===== src/rtl/cpu_pkg.sv =====
// Shared encodings for the multi-cycle controller: opcodes, FSM states and
// ALU operation selects.
package cpu_pkg;

  typedef enum logic [2:0] {
    OP_LOAD  = 3'b000,
    OP_STORE = 3'b001,
    OP_ADD   = 3'b101,
    OP_SUB   = 3'b110,
    OP_HALT  = 3'b111
  } opcode_e;

  typedef enum logic [2:0] {
    S_IDLE,
    S_FETCH,
    S_MEM,
    S_EXEC,
    S_WB,
    S_HALT
  } state_e;

  typedef enum logic [1:0] {
    ALU_PASS = 2'b00,
    ALU_ADD  = 2'b01,
    ALU_SUB  = 2'b10
  } alu_sel_e;

endpackage


===== src/rtl/controller_mc_if.sv =====
// Instruction handshake plus datapath/memory control bus of controller_mc.
// master = controller side, slave = instruction source / datapath side.
interface controller_mc_if #(
  parameter int IW  = 12,
  parameter int RAW = 3,
  parameter int DAW = 4
) ();

  logic           instr_valid;
  logic [IW-1:0]  instr;
  logic           instr_ready;
  logic           D_rd;
  logic           D_wr;
  logic           isExternal;
  logic           wr_en;
  logic [1:0]     ALUSel;
  logic [DAW-1:0] D_addr;
  logic [RAW-1:0] RF_addr1;
  logic [RAW-1:0] RF_addr2;
  logic [RAW-1:0] RF_waddr;

  modport master (
    input  instr_valid, instr,
    output instr_ready, D_rd, D_wr, isExternal, wr_en, ALUSel,
           D_addr, RF_addr1, RF_addr2, RF_waddr
  );

  modport slave (
    output instr_valid, instr,
    input  instr_ready, D_rd, D_wr, isExternal, wr_en, ALUSel,
           D_addr, RF_addr1, RF_addr2, RF_waddr
  );

endinterface


===== src/rtl/instr_decode.sv =====
// Purely combinational instruction decoder: opcode class flags, ALU select
// and operand field extraction.
module instr_decode
  import cpu_pkg::*;
#(
  parameter int IW  = 12,
  parameter int RAW = 3,
  parameter int DAW = 4
) (
  input  logic [IW-1:0]  instr_i,
  output logic           is_load_o,
  output logic           is_store_o,
  output logic           is_alu_o,
  output logic           is_halt_o,
  output logic           is_illegal_o,
  output alu_sel_e       alu_sel_o,
  output logic [RAW-1:0] mem_reg_o,
  output logic [DAW-1:0] mem_addr_o,
  output logic [RAW-1:0] dst_o,
  output logic [RAW-1:0] src_b_o,
  output logic [RAW-1:0] src_a_o
);

  opcode_e opcode;

  assign opcode     = opcode_e'(instr_i[IW-1:IW-3]);
  assign mem_reg_o  = instr_i[RAW+3:4];
  assign mem_addr_o = instr_i[DAW-1:0];
  assign dst_o      = instr_i[3*RAW-1:2*RAW];
  assign src_b_o    = instr_i[2*RAW-1:RAW];
  assign src_a_o    = instr_i[RAW-1:0];

  // Classify the opcode; unlisted encodings fall through to illegal.
  always_comb begin
    // NOTE: every output gets a default before the case so no path leaves a
    // variable unassigned, which would otherwise infer a latch.
    is_load_o    = 1'b0;
    is_store_o   = 1'b0;
    is_alu_o     = 1'b0;
    is_halt_o    = 1'b0;
    is_illegal_o = 1'b0;
    alu_sel_o    = ALU_PASS;
    case (opcode)
      OP_LOAD:  is_load_o  = 1'b1;
      OP_STORE: is_store_o = 1'b1;
      OP_ADD: begin
        is_alu_o  = 1'b1;
        alu_sel_o = ALU_ADD;
      end
      OP_SUB: begin
        is_alu_o  = 1'b1;
        alu_sel_o = ALU_SUB;
      end
      OP_HALT:  is_halt_o    = 1'b1;
      default:  is_illegal_o = 1'b1;
    endcase
  end

endmodule


===== src/rtl/controller_mc.sv =====
// Multi-cycle CPU controller: fetches one instruction per go pulse (step) or
// continuously once armed (run), sequencing memory/ALU/RF strobes.
module controller_mc
  import cpu_pkg::*;
#(
  parameter int IW   = 12,
  parameter int RAW  = 3,
  parameter int DAW  = 4,
  parameter int CNTW = 8
) (
  input  logic            clk,
  input  logic            reset,
  input  logic            mode,
  input  logic            go,
  controller_mc_if.master bus,
  output logic            busy,
  output logic            halted,
  output logic            illegal,
  output logic [CNTW-1:0] retired
);

  state_e          state_q, state_d;
  logic            armed_q, armed_d;
  logic [IW-1:0]   instr_q, instr_d;
  logic            illegal_q, illegal_d;
  logic [CNTW-1:0] retired_q, retired_d;

  // Registered output copies.
  logic            ready_q, ready_d;
  logic            d_rd_q, d_rd_d;
  logic            d_wr_q, d_wr_d;
  logic            ext_q, ext_d;
  logic            wr_en_q, wr_en_d;
  alu_sel_e        alu_q, alu_d;
  logic [DAW-1:0]  d_addr_q, d_addr_d;
  logic [RAW-1:0]  rf1_q, rf1_d;
  logic [RAW-1:0]  rf2_q, rf2_d;
  logic [RAW-1:0]  rfw_q, rfw_d;
  logic            busy_q, busy_d;
  logic            halted_q, halted_d;

  logic            done;
  logic [IW-1:0]   dec_in;
  logic            dec_load, dec_store, dec_alu, dec_halt, dec_illegal;
  alu_sel_e        dec_alu_sel;
  logic [RAW-1:0]  dec_reg, dec_dst, dec_src_b, dec_src_a;
  logic [DAW-1:0]  dec_addr;

  // In FETCH the offered word is decoded so the next state's outputs can be
  // registered in the accept cycle; afterwards the latched copy is used.
  assign dec_in = (state_q == S_FETCH) ? bus.instr : instr_q;

  instr_decode #(.IW(IW), .RAW(RAW), .DAW(DAW)) u_decode (
    .instr_i      (dec_in),
    .is_load_o    (dec_load),
    .is_store_o   (dec_store),
    .is_alu_o     (dec_alu),
    .is_halt_o    (dec_halt),
    .is_illegal_o (dec_illegal),
    .alu_sel_o    (dec_alu_sel),
    .mem_reg_o    (dec_reg),
    .mem_addr_o   (dec_addr),
    .dst_o        (dec_dst),
    .src_b_o      (dec_src_b),
    .src_a_o      (dec_src_a)
  );

  // Next-state, run arming, retire counting and next output values.
  always_comb begin
    state_d   = state_q;
    armed_d   = armed_q;
    instr_d   = instr_q;
    illegal_d = illegal_q;
    retired_d = retired_q;
    done      = 1'b0;

    case (state_q)
      S_IDLE: begin
        if (!mode) begin
          armed_d = 1'b0;
          if (go) state_d = S_FETCH;
        end else if (go || armed_q) begin
          armed_d = 1'b1;
          state_d = S_FETCH;
        end
      end
      S_FETCH: begin
        if (bus.instr_valid) begin
          instr_d = bus.instr;
          if (dec_illegal) begin
            illegal_d = 1'b1;
            armed_d   = armed_q & mode;
            state_d   = S_IDLE;
          end else if (dec_halt) begin
            state_d = S_HALT;
          end else if (dec_load) begin
            state_d = S_MEM;
          end else if (dec_store || dec_alu) begin
            state_d = S_EXEC;
          end
        end
      end
      S_EXEC:  state_d = dec_store ? S_MEM : S_WB;
      S_MEM: begin
        if (dec_store) done = 1'b1;
        else           state_d = S_WB;
      end
      S_WB:    done = 1'b1;
      S_HALT:  state_d = S_HALT;
      default: state_d = S_IDLE;
    endcase

    // Instruction boundary: retire, then continue only if still in run mode.
    if (done) begin
      retired_d = retired_q + CNTW'(1);
      state_d   = (mode && armed_q) ? S_FETCH : S_IDLE;
      if (!mode) armed_d = 1'b0;
    end

    ready_d  = 1'b0;
    d_rd_d   = 1'b0;
    d_wr_d   = 1'b0;
    ext_d    = 1'b0;
    wr_en_d  = 1'b0;
    alu_d    = ALU_PASS;
    d_addr_d = '0;
    rf1_d    = '0;
    rf2_d    = '0;
    rfw_d    = '0;
    busy_d   = (state_d != S_IDLE) && (state_d != S_HALT);
    halted_d = (state_d == S_HALT);

    case (state_d)
      S_FETCH: ready_d = 1'b1;
      S_EXEC: begin
        if (dec_store) begin
          rf1_d    = dec_reg;
          d_addr_d = dec_addr;
        end else begin
          rf1_d = dec_src_a;
          rf2_d = dec_src_b;
          alu_d = dec_alu_sel;
        end
      end
      S_MEM: begin
        d_addr_d = dec_addr;
        if (dec_store) begin
          d_wr_d = 1'b1;
          rf1_d  = dec_reg;
        end else begin
          d_rd_d = 1'b1;
          ext_d  = 1'b1;
        end
      end
      S_WB: begin
        wr_en_d = 1'b1;
        if (dec_load) begin
          rfw_d = dec_reg;
        end else begin
          rfw_d = dec_dst;
          rf1_d = dec_src_a;
          rf2_d = dec_src_b;
          alu_d = dec_alu_sel;
        end
      end
      default: ;
    endcase
  end

  // State and output registers; asynchronous reset clears everything.
  always_ff @(posedge clk or negedge reset) begin
    // NOTE: non-blocking assignments so every register samples the values
    // from before this edge, independent of statement order.
    if (!reset) begin
      state_q   <= S_IDLE;
      armed_q   <= 1'b0;
      instr_q   <= '0;
      illegal_q <= 1'b0;
      retired_q <= '0;
      ready_q   <= 1'b0;
      d_rd_q    <= 1'b0;
      d_wr_q    <= 1'b0;
      ext_q     <= 1'b0;
      wr_en_q   <= 1'b0;
      alu_q     <= ALU_PASS;
      d_addr_q  <= '0;
      rf1_q     <= '0;
      rf2_q     <= '0;
      rfw_q     <= '0;
      busy_q    <= 1'b0;
      halted_q  <= 1'b0;
    end else begin
      state_q   <= state_d;
      armed_q   <= armed_d;
      instr_q   <= instr_d;
      illegal_q <= illegal_d;
      retired_q <= retired_d;
      ready_q   <= ready_d;
      d_rd_q    <= d_rd_d;
      d_wr_q    <= d_wr_d;
      ext_q     <= ext_d;
      wr_en_q   <= wr_en_d;
      alu_q     <= alu_d;
      d_addr_q  <= d_addr_d;
      rf1_q     <= rf1_d;
      rf2_q     <= rf2_d;
      rfw_q     <= rfw_d;
      busy_q    <= busy_d;
      halted_q  <= halted_d;
    end
  end

  assign bus.instr_ready = ready_q;
  assign bus.D_rd        = d_rd_q;
  assign bus.D_wr        = d_wr_q;
  assign bus.isExternal  = ext_q;
  assign bus.wr_en       = wr_en_q;
  assign bus.ALUSel      = alu_q;
  assign bus.D_addr      = d_addr_q;
  assign bus.RF_addr1    = rf1_q;
  assign bus.RF_addr2    = rf2_q;
  assign bus.RF_waddr    = rfw_q;
  assign busy            = busy_q;
  assign halted          = halted_q;
  assign illegal         = illegal_q;
  assign retired         = retired_q;

endmodule

===== src/flat_wrapper.sv =====
// flat-port wrapper written by rule: the top's interface ports become plain ports
module controller_mc_flat import cpu_pkg::*;
#(
  parameter int IW   = 12,
  parameter int RAW  = 3,
  parameter int DAW  = 4,
  parameter int CNTW = 8
)
  (clk, reset, mode, go, busy, halted, illegal, retired, bus_instr_valid, bus_instr, bus_instr_ready, bus_D_rd, bus_D_wr, bus_isExternal, bus_wr_en, bus_ALUSel, bus_D_addr, bus_RF_addr1, bus_RF_addr2, bus_RF_waddr);
  controller_mc_if #(.IW(IW), .RAW(RAW), .DAW(DAW)) bus_i ();
  input  logic clk;
  input  logic reset;
  input  logic mode;
  input  logic go;
  output logic busy;
  output logic halted;
  output logic illegal;
  output logic [CNTW-1:0] retired;
  input wire logic [$bits(bus_i.instr_valid)-1:0] bus_instr_valid;
  input wire logic [$bits(bus_i.instr)-1:0] bus_instr;
  output wire logic [$bits(bus_i.instr_ready)-1:0] bus_instr_ready;
  output wire logic [$bits(bus_i.D_rd)-1:0] bus_D_rd;
  output wire logic [$bits(bus_i.D_wr)-1:0] bus_D_wr;
  output wire logic [$bits(bus_i.isExternal)-1:0] bus_isExternal;
  output wire logic [$bits(bus_i.wr_en)-1:0] bus_wr_en;
  output wire logic [$bits(bus_i.ALUSel)-1:0] bus_ALUSel;
  output wire logic [$bits(bus_i.D_addr)-1:0] bus_D_addr;
  output wire logic [$bits(bus_i.RF_addr1)-1:0] bus_RF_addr1;
  output wire logic [$bits(bus_i.RF_addr2)-1:0] bus_RF_addr2;
  output wire logic [$bits(bus_i.RF_waddr)-1:0] bus_RF_waddr;
  assign bus_i.instr_valid = bus_instr_valid;
  assign bus_i.instr = bus_instr;
  assign bus_instr_ready = bus_i.instr_ready;
  assign bus_D_rd = bus_i.D_rd;
  assign bus_D_wr = bus_i.D_wr;
  assign bus_isExternal = bus_i.isExternal;
  assign bus_wr_en = bus_i.wr_en;
  assign bus_ALUSel = bus_i.ALUSel;
  assign bus_D_addr = bus_i.D_addr;
  assign bus_RF_addr1 = bus_i.RF_addr1;
  assign bus_RF_addr2 = bus_i.RF_addr2;
  assign bus_RF_waddr = bus_i.RF_waddr;
  controller_mc #(.IW(IW), .RAW(RAW), .DAW(DAW), .CNTW(CNTW)) u_core (.clk(clk), .reset(reset), .mode(mode), .go(go), .bus(bus_i), .busy(busy), .halted(halted), .illegal(illegal), .retired(retired));
endmodule

===== config.mk =====
export PLATFORM = sky130hd
export DESIGN_NAME = controller_mc_flat
export DESIGN_NICKNAME = d
export VERILOG_FILES = /design/src/rtl/cpu_pkg.sv /design/src/rtl/controller_mc_if.sv /design/src/rtl/instr_decode.sv /design/src/rtl/controller_mc.sv /design/src/flat_wrapper.sv
export SDC_FILE = /design/constraint.sdc
export NUM_CORES = 1
export LEC_CHECK = 0
export ABC_AREA = 1
export BUFFER_PORTS_ARGS = -buffer_cell sky130_fd_sc_hd__buf_2
export CELL_PAD_IN_SITES_DETAIL_PLACEMENT = 0
export CELL_PAD_IN_SITES_GLOBAL_PLACEMENT = 1
export CORE_ASPECT_RATIO = 0.5
export CORE_MARGIN = 4
export CORE_UTILIZATION = 40
export CTS_CLUSTER_DIAMETER = 80
export CTS_CLUSTER_SIZE = 12
export DETAILED_ROUTE_END_ITERATION = 6
export HOLD_SLACK_MARGIN = 0.02
export PLACE_DENSITY = 0.88
export SLEW_MARGIN = 10
export SYNTH_ARGS = -nofsm -noshare
export SYNTH_HDL_FRONTEND = slang
export SYNTH_HIERARCHICAL = 1
export SYNTH_SLANG_ARGS = --single-unit

===== constraint.sdc =====
create_clock -name clk -period 3.07 [get_ports clk]
set_input_delay 0.614 -clock clk [delete_from_list [all_inputs] [get_ports clk]]
set_output_delay 0.614 -clock clk [all_outputs]
set_load 0.02 [all_outputs]

# Word-level counts from Yosys, hierarchy flattened
# Index checks and enable logic that the tools add are counted.
[totals]
inputBits = 17
latch_bits = 0
ram_bits = 0
mem_count = 0
wordCells = 92
reg_bits = 46
rom_bits = 0
[classes]
magnitude_cmp = 0
multipliers = 0
n_shift = 0
bitwise_logic = 2
reduce_logical = 11
n_addsub = 1
eq_ne = 15
div = 0
mux = 47
[op_table]
columns = ["operator", "n"]
rows = [
  ["2-to-1 mux 3 bit", 18],
  ["== test 3 bit (second input constant)", 7],
  ["case mux 3 bit (6 select lines)", 1],
  ["2-to-1 mux 1 bit", 17],
  ["== test 3 x 2 -> 1 bit (second input constant)", 4],
  ["2-to-1 mux 12 bit", 1],
  ["== test 3 x 1 -> 1 bit (second input constant)", 3],
  ["case mux 3 bit (3 select lines)", 1],
  ["adder 8 x 1 -> 8 bit (second input constant)", 1],
  ["case mux 2 bit (2 select lines)", 2],
  ["case mux 4 bit (2 select lines)", 1],
  ["zero test 3 bit", 2],
  ["case mux 3 bit (2 select lines)", 1],
  ["OR reduction 5 bit", 1],
  ["2-to-1 mux 2 bit", 2],
  ["2-to-1 mux 4 bit", 1],
  ["case mux 1 bit (2 select lines)", 2],
  ["inequality test 3 bit (second input constant)", 1],
  ["AND reduction 3 bit", 1],
  ["nonzero test 3 bit", 1],
  ["logical AND 1 bit", 2],
  ["logical OR 1 bit", 2],
  ["AND reduction 2 bit", 1],
  ["OR reduction 2 bit", 1],
  ["other kinds (2)", 2],
]

# Longest topological paths before layout
[logic_depth]
word_depth = 15
ltp_mapped = 19

# Hierarchy
# Netlist, hierarchy kept.
[modules_own_cells]
columns = ["module", "cells_each", "seq_area_each_um2", "area_per_inst_um2", "n_inst"]
rows = [
  ["controller_mc", 291, 1151.1, 2257.2, 1],
  ["instr_decode", 32, 0.0, 185.2, 1],
]

# Worst setup path after synthesis
# Ideal clock, no wire load.
[synth_timing]
kind = "register to register"
start = "register u_core.state_q[2]"
end = "register u_core.ready_q (netlist: u_core/bus.instr_ready)"
setup_time_ns = 0.114
t_arrival_ns = 2.387
stages_incl_launch_ff = 18
slack_ns = 0.569
path_buffers = 2
cell_sequence = "dfrtp_1 inv_2 nand3_2 clkbuf_1 o21ai_0 nor2_2 inv_1 nor2_1 inv_2 nor2_1 nand2_1 nand3_1 nand2_1 nand2_2 buf_6 clkinv_2 nand2_4 nor2_2"
[synth_via]
elab_cells_between_ends = 35
[synth_lines]
columns = ["item", "line", "text"]
rows = [
  ["from (decl)", "controller_mc.sv:22", "state_e state_q, state_d;"],
  ["from (signal assigned)", "controller_mc.sv:193", "state_q <= state_d;"],
  ["== test 3 x 1 -> 1 bit (*)", "controller_mc.sv:51", "assign dec_in = (state_q == S_FETCH) ? bus.instr : instr_q;"],
  ["2-to-1 mux 12 bit (*)", "controller_mc.sv:51", ""],
  ["via u_core.dec_in[11]", "controller_mc.sv:43", "logic [IW-1:0] dec_in;"],
  ["== test 3 x 1 -> 1 bit (*)", "instr_decode.sv:43", "case (opcode)"],
  ["2-to-1 mux 1 bit (*)", "instr_decode.sv:43", ""],
  ["via u_core.dec_store", "controller_mc.sv:44", "logic dec_load, dec_store, dec_alu, dec_halt, dec_illegal;"],
  ["logical OR 1 bit", "controller_mc.sv:98", "end else if (dec_store || dec_alu) begin"],
  ["2-to-1 mux 3 bit", "controller_mc.sv:98", ""],
  ["[... 2 more ...]", "-", ""],
  ["2-to-1 mux 3 bit", "controller_mc.sv:90", "if (dec_illegal) begin"],
  ["2-to-1 mux 3 bit", "controller_mc.sv:88", "if (bus.instr_valid) begin"],
  ["case mux 3 bit (6 select lines)", "controller_mc.sv:77", "case (state_q)"],
  ["2-to-1 mux 3 bit (*)", "controller_mc.sv:114", "if (done) begin"],
  ["via u_core.state_d[0]", "controller_mc.sv:22", ""],
  ["== test 3 x 1 -> 1 bit (*)", "controller_mc.sv:133", "case (state_d)"],
  ["2-to-1 mux 1 bit (*)", "controller_mc.sv:133", ""],
  ["via u_core.ready_d", "controller_mc.sv:29", "logic ready_q, ready_d;"],
  ["to (signal assigned)", "controller_mc.sv:198", "ready_q <= ready_d;"],
  ["to (decl)", "controller_mc.sv:29", ""],
]
# The timed path passes the listed nets; every way through them passes the cells marked *.
# A chain may end at the register's enable or synchronous reset.

# Worst setup path after layout
[layout_timing]
start = "register u_core.state_q[2]"
end = "register u_core.rf2_q[2] (netlist: u_core/bus.RF_addr2[2])"
[layout_via]
elab_cells_between_ends = 38
[layout_lines]
columns = ["item", "line", "text"]
rows = [
  ["== test 3 x 1 -> 1 bit (*)", "controller_mc.sv:51", ""],
  ["2-to-1 mux 12 bit (*)", "controller_mc.sv:51", ""],
  ["via u_core.dec_in[9]", "controller_mc.sv:43", ""],
  ["== test 3 x 1 -> 1 bit (*)", "instr_decode.sv:43", ""],
  ["2-to-1 mux 1 bit (*)", "instr_decode.sv:43", ""],
  ["via u_core.dec_store", "controller_mc.sv:44", ""],
  ["logical OR 1 bit", "controller_mc.sv:98", ""],
  ["2-to-1 mux 3 bit", "controller_mc.sv:98", ""],
  ["2-to-1 mux 3 bit", "controller_mc.sv:96", "end else if (dec_load) begin"],
  ["2-to-1 mux 3 bit", "controller_mc.sv:94", "end else if (dec_halt) begin"],
  ["2-to-1 mux 3 bit", "controller_mc.sv:90", ""],
  ["2-to-1 mux 3 bit", "controller_mc.sv:88", ""],
  ["case mux 3 bit (6 select lines)", "controller_mc.sv:77", ""],
  ["2-to-1 mux 3 bit", "controller_mc.sv:114", ""],
  ["== test 3 bit or == test 3 x 2 -> 1 bit (tied branches)", "controller_mc.sv:133", ""],
  ["case mux 3 bit (2 select lines) (*)", "controller_mc.sv:133", ""],
  ["via u_core.rf2_d[2]", "controller_mc.sv:37", "logic [RAW-1:0] rf2_q, rf2_d;"],
  ["to (signal assigned)", "controller_mc.sv:206", "rf2_q <= rf2_d;"],
  ["to (decl)", "controller_mc.sv:37", ""],
]
# Marked as above.

==> flow_metrics.tcl <==
set metrics [dict create \
    status "finished, final reports clean" \
    end_kind "flip-flop" \
    die_area_um2 7500 \
    io_buffer_count 47 \
    clock.fmax_mhz 375 \
    max_cap_violations 0 \
    numCtsBuffers 5 \
    min_path_type "flip-flop to flip-flop" \
    setup_ws_ps 405 \
    critPathKind "flip-flop to flip-flop" \
    worstPathMaxFanout 19 \
    grt_pass1_wl_mm 8.98 \
    cts_tree "yes" \
    maxSlewViolCount 0 \
    grt_max_degree 47 \
    netlist.top_cell.by_area "dfrtp_1" \
    layout-drive-gt1-share_pct 21.3 \
    finalHoldViolCount 0 \
    dp_hpwl_mm 3.96 \
    mostFrequentLayoutCells "nand2_1 (99), buf_2 (47), dfrtp_1 (46), inv_1 (43), o21ai_0 (29)" \
    cts_buffer_depth 2 \
    met1_usage_pct 20.6 \
    tightest_slew_ps 1030 \
    viasPerCell 4.67 \
    rsz0062_at_grt "false" \
    max-slew-margin-rel_pct 31.4 \
    placementRows 19 \
    antenna_left 0 \
    r2r-start "u_core/state_q[2]$_DFF_PN0_" \
    critPathLaunchType "flip-flop" \
    fin_tns_setup_ps 0 \
    postCtsHoldBufs 0 \
    antenna_cells 0 \
    grt_usage_pct 14.7 \
    synth_nets 341 \
    cts_resized 0 \
    synth.distinct_cells 26 \
    postLayoutCoreUtil_pct 48.9 \
    syn-cell-area_um2 2440 \
    drt_iter0_drc 94 \
    detail_route.wirelength_mm 5.32 \
    synth_top_area_share_pct 47.1 \
    hold_ws_ps 476 \
    post_drt_wl_per_cell_um 12.4 \
    drc_errors 0 \
    p_leak_nw 1.63 \
    power.density_nw_per_um2 1120 \
    required_ps 3290 \
    syn_to_final_growth_pct 13.8 \
    critPathLaunch "u_core/state_q[2]$_DFF_PN0_" \
    synth_area_per_cell_um2 7.56 \
    core_area_um2 5680 \
    met2_usage_pct 22.9 \
    nNetsFinal 374 \
    seq_area_frac_synth_pct 47.1 \
    hp-start "u_core/retired[7]$_DFFE_PN0P_" \
    antenna_found_initial 0 \
    fp.dieH_um 63.3 \
    ir_drop_uv 391 \
    initial_core_util_pct 43.0 \
    fillCellCount 542 \
    period_share_pct 86.8 \
    layout_commonest_cell "nand2_1" \
    clk_latency_ps 280 \
    final_period_minus_worst_setup_slack_ps 2670 \
    dp_cells 422 \
    firstDrtPassIters 4 \
    cts-root-buf "clkbuf_16" \
    place_congestion 0.850 \
    syn_inst 323 \
    ioPinCount 48 \
    vias 2007 \
    crit_arrival_ps 2880 \
    finClkSkew_ps 9.87 \
    final_cells 430 \
    die-width_um 119 \
    grt_pass1_vias 1912 \
    post-cts-setup-buffer-count 0 \
    ys_top_cells_by_area "dfrtp_1 (47%), nand2_1 (15%), inv_1 (6.6%)" \
    h-tree-depth 2 \
    yosys_register_bits 46 \
    clkSlewWorstSetupHoldPaths_ps 60 \
    top_usage_layer "met2" \
    grt_remaining_overflow 0 \
    grt_use_met3_pct 3.75 \
    yosys_warnings 6 \
    preCtsSetupSlack_ps 430 \
    setup_viol 0 \
    cts.sinks 46 \
]
[final timing paths]
path                                                          to  cells after the start  slack [ps]
worst min register to register     u_core/retired[7]$_DFFE_PN0P_                      1         480
min in group asynchronous          u_core/retired[2]$_DFFE_PN0P_                      1         510
max in group asynchronous         u_core/bus.ALUSel[0]$_DFF_PN0_                      1        1920
worst max register to register  u_core/bus.RF_addr2[2]$_DFF_PN0_                     15         400
worst min-delay path               u_core/retired[7]$_DFFE_PN0P_                      1         480
worst max-delay path            u_core/bus.RF_addr2[2]$_DFF_PN0_                     15         400
[critical path, stage by stage, from the launching register on]
cell and delay (ps):
dfrtp_1 460, inv_2 100, nand3_2 150, buf_4 220, nand2_1 70, o21ai_0 170
inv_1 150, nor2_1 190, inv_2 110, nand2_1 90, nand3_1 80, a21oi_2 200
nand2_2 200, nor2_4 260, nand2_1 90, nand2_1 60
[state kept, by name (all words and copies together), names as in the netlist]
signal,cells
u_core/bus.wr_en,1
u_core/illegal,1
u_core/bus.RF_addr1,3
u_core/halted,1
u_core/bus.RF_addr2,3
u_core/bus.D_addr,4
u_core/armed_q,1
u_core/bus.isExternal,1
u_core/retired,8
u_core/state_q,3
u_core/instr_q,12
u_core/bus.D_wr,1
u_core/busy,1
u_core/bus.RF_waddr,3
u_core/bus.ALUSel,2
u_core/bus.instr_ready,1
[area by class of cell]
| type | count | area, um^2 | share of cell area, % |
|---|---|---|---|
| flip-flops and latches | 46 | 1150 | 41.4 |
| well taps | 73 | 91.3 | 3.29 |
| repair buffers | 52 | 273 | 9.81 |
| multi-input cells | 202 | 932 | 33.5 |
| inverters | 49 | 185 | 6.66 |
| clock buffers | 7 | 143 | 5.13 |
| clock inverters | 1 | 5.00 | 0.180 |
[where the power goes]
group | internal, W | switching, W
Clock | 0.000323 | 0.000217
Combinational | 0.000504 | 0.00113
Sequential | 0.000801 | 0.000134
[cell usage after synthesis]
| master | count |
|---|---|
| buf_4 | 17 |
| clkbuf_1 | 4 |
| xor2_1 | 3 |
| nor4_1 | 1 |
| ha_1 | 1 |
| o21ai_0 | 29 |
| nor2_2 | 3 |
| xnor2_1 | 3 |
| inv_2 | 5 |
| buf_6 | 1 |
| nand2_2 | 2 |
| dfrtp_1 | 46 |
| nand3_1 | 23 |
| clkinv_2 | 1 |
| a2bb2oi_1 | 1 |
| nand2_4 | 1 |
| a21oi_2 | 2 |
| buf_2 | 4 |
| nor2_4 | 1 |
| nor2_1 | 23 |
| or2_2 | 1 |
| inv_1 | 43 |
| a21oi_1 | 3 |
| nand4_1 | 5 |
| nand3_2 | 1 |
| nand2_1 | 99 |
[cell families after synthesis]
logic type	after synthesis	share of synthesized area, %
adders and majority gates	1	0.512
and+or+nand+nor	160	27.9
DFF	46	47.1
xor gates and xnor gates	6	2.15
AOI/OAI and AO/OA	35	7.63
buffers and inverters	75	14.7
[per-layer routing]
layer / wire length, um / up-vias
met5: 0 / -
met4: 27 / 0
li1: - / 1037
met3: 288 / 2
met1: 2680 / 914
met2: 2320 / 54
[stage by stage]
| stage | power (W) | area [um^2] |
|---|---|---|
| floorplan | 0.00239 | 2440 |
| global placement | 0.00252 | 2630 |
| detailed placement | 0.00257 | 2630 |
| CTS | 0.00313 | 2780 |
| global route | 0.00340 | 2780 |
| finish | 0.00311 | 2780 |
(Power assumes the default switching activity.)
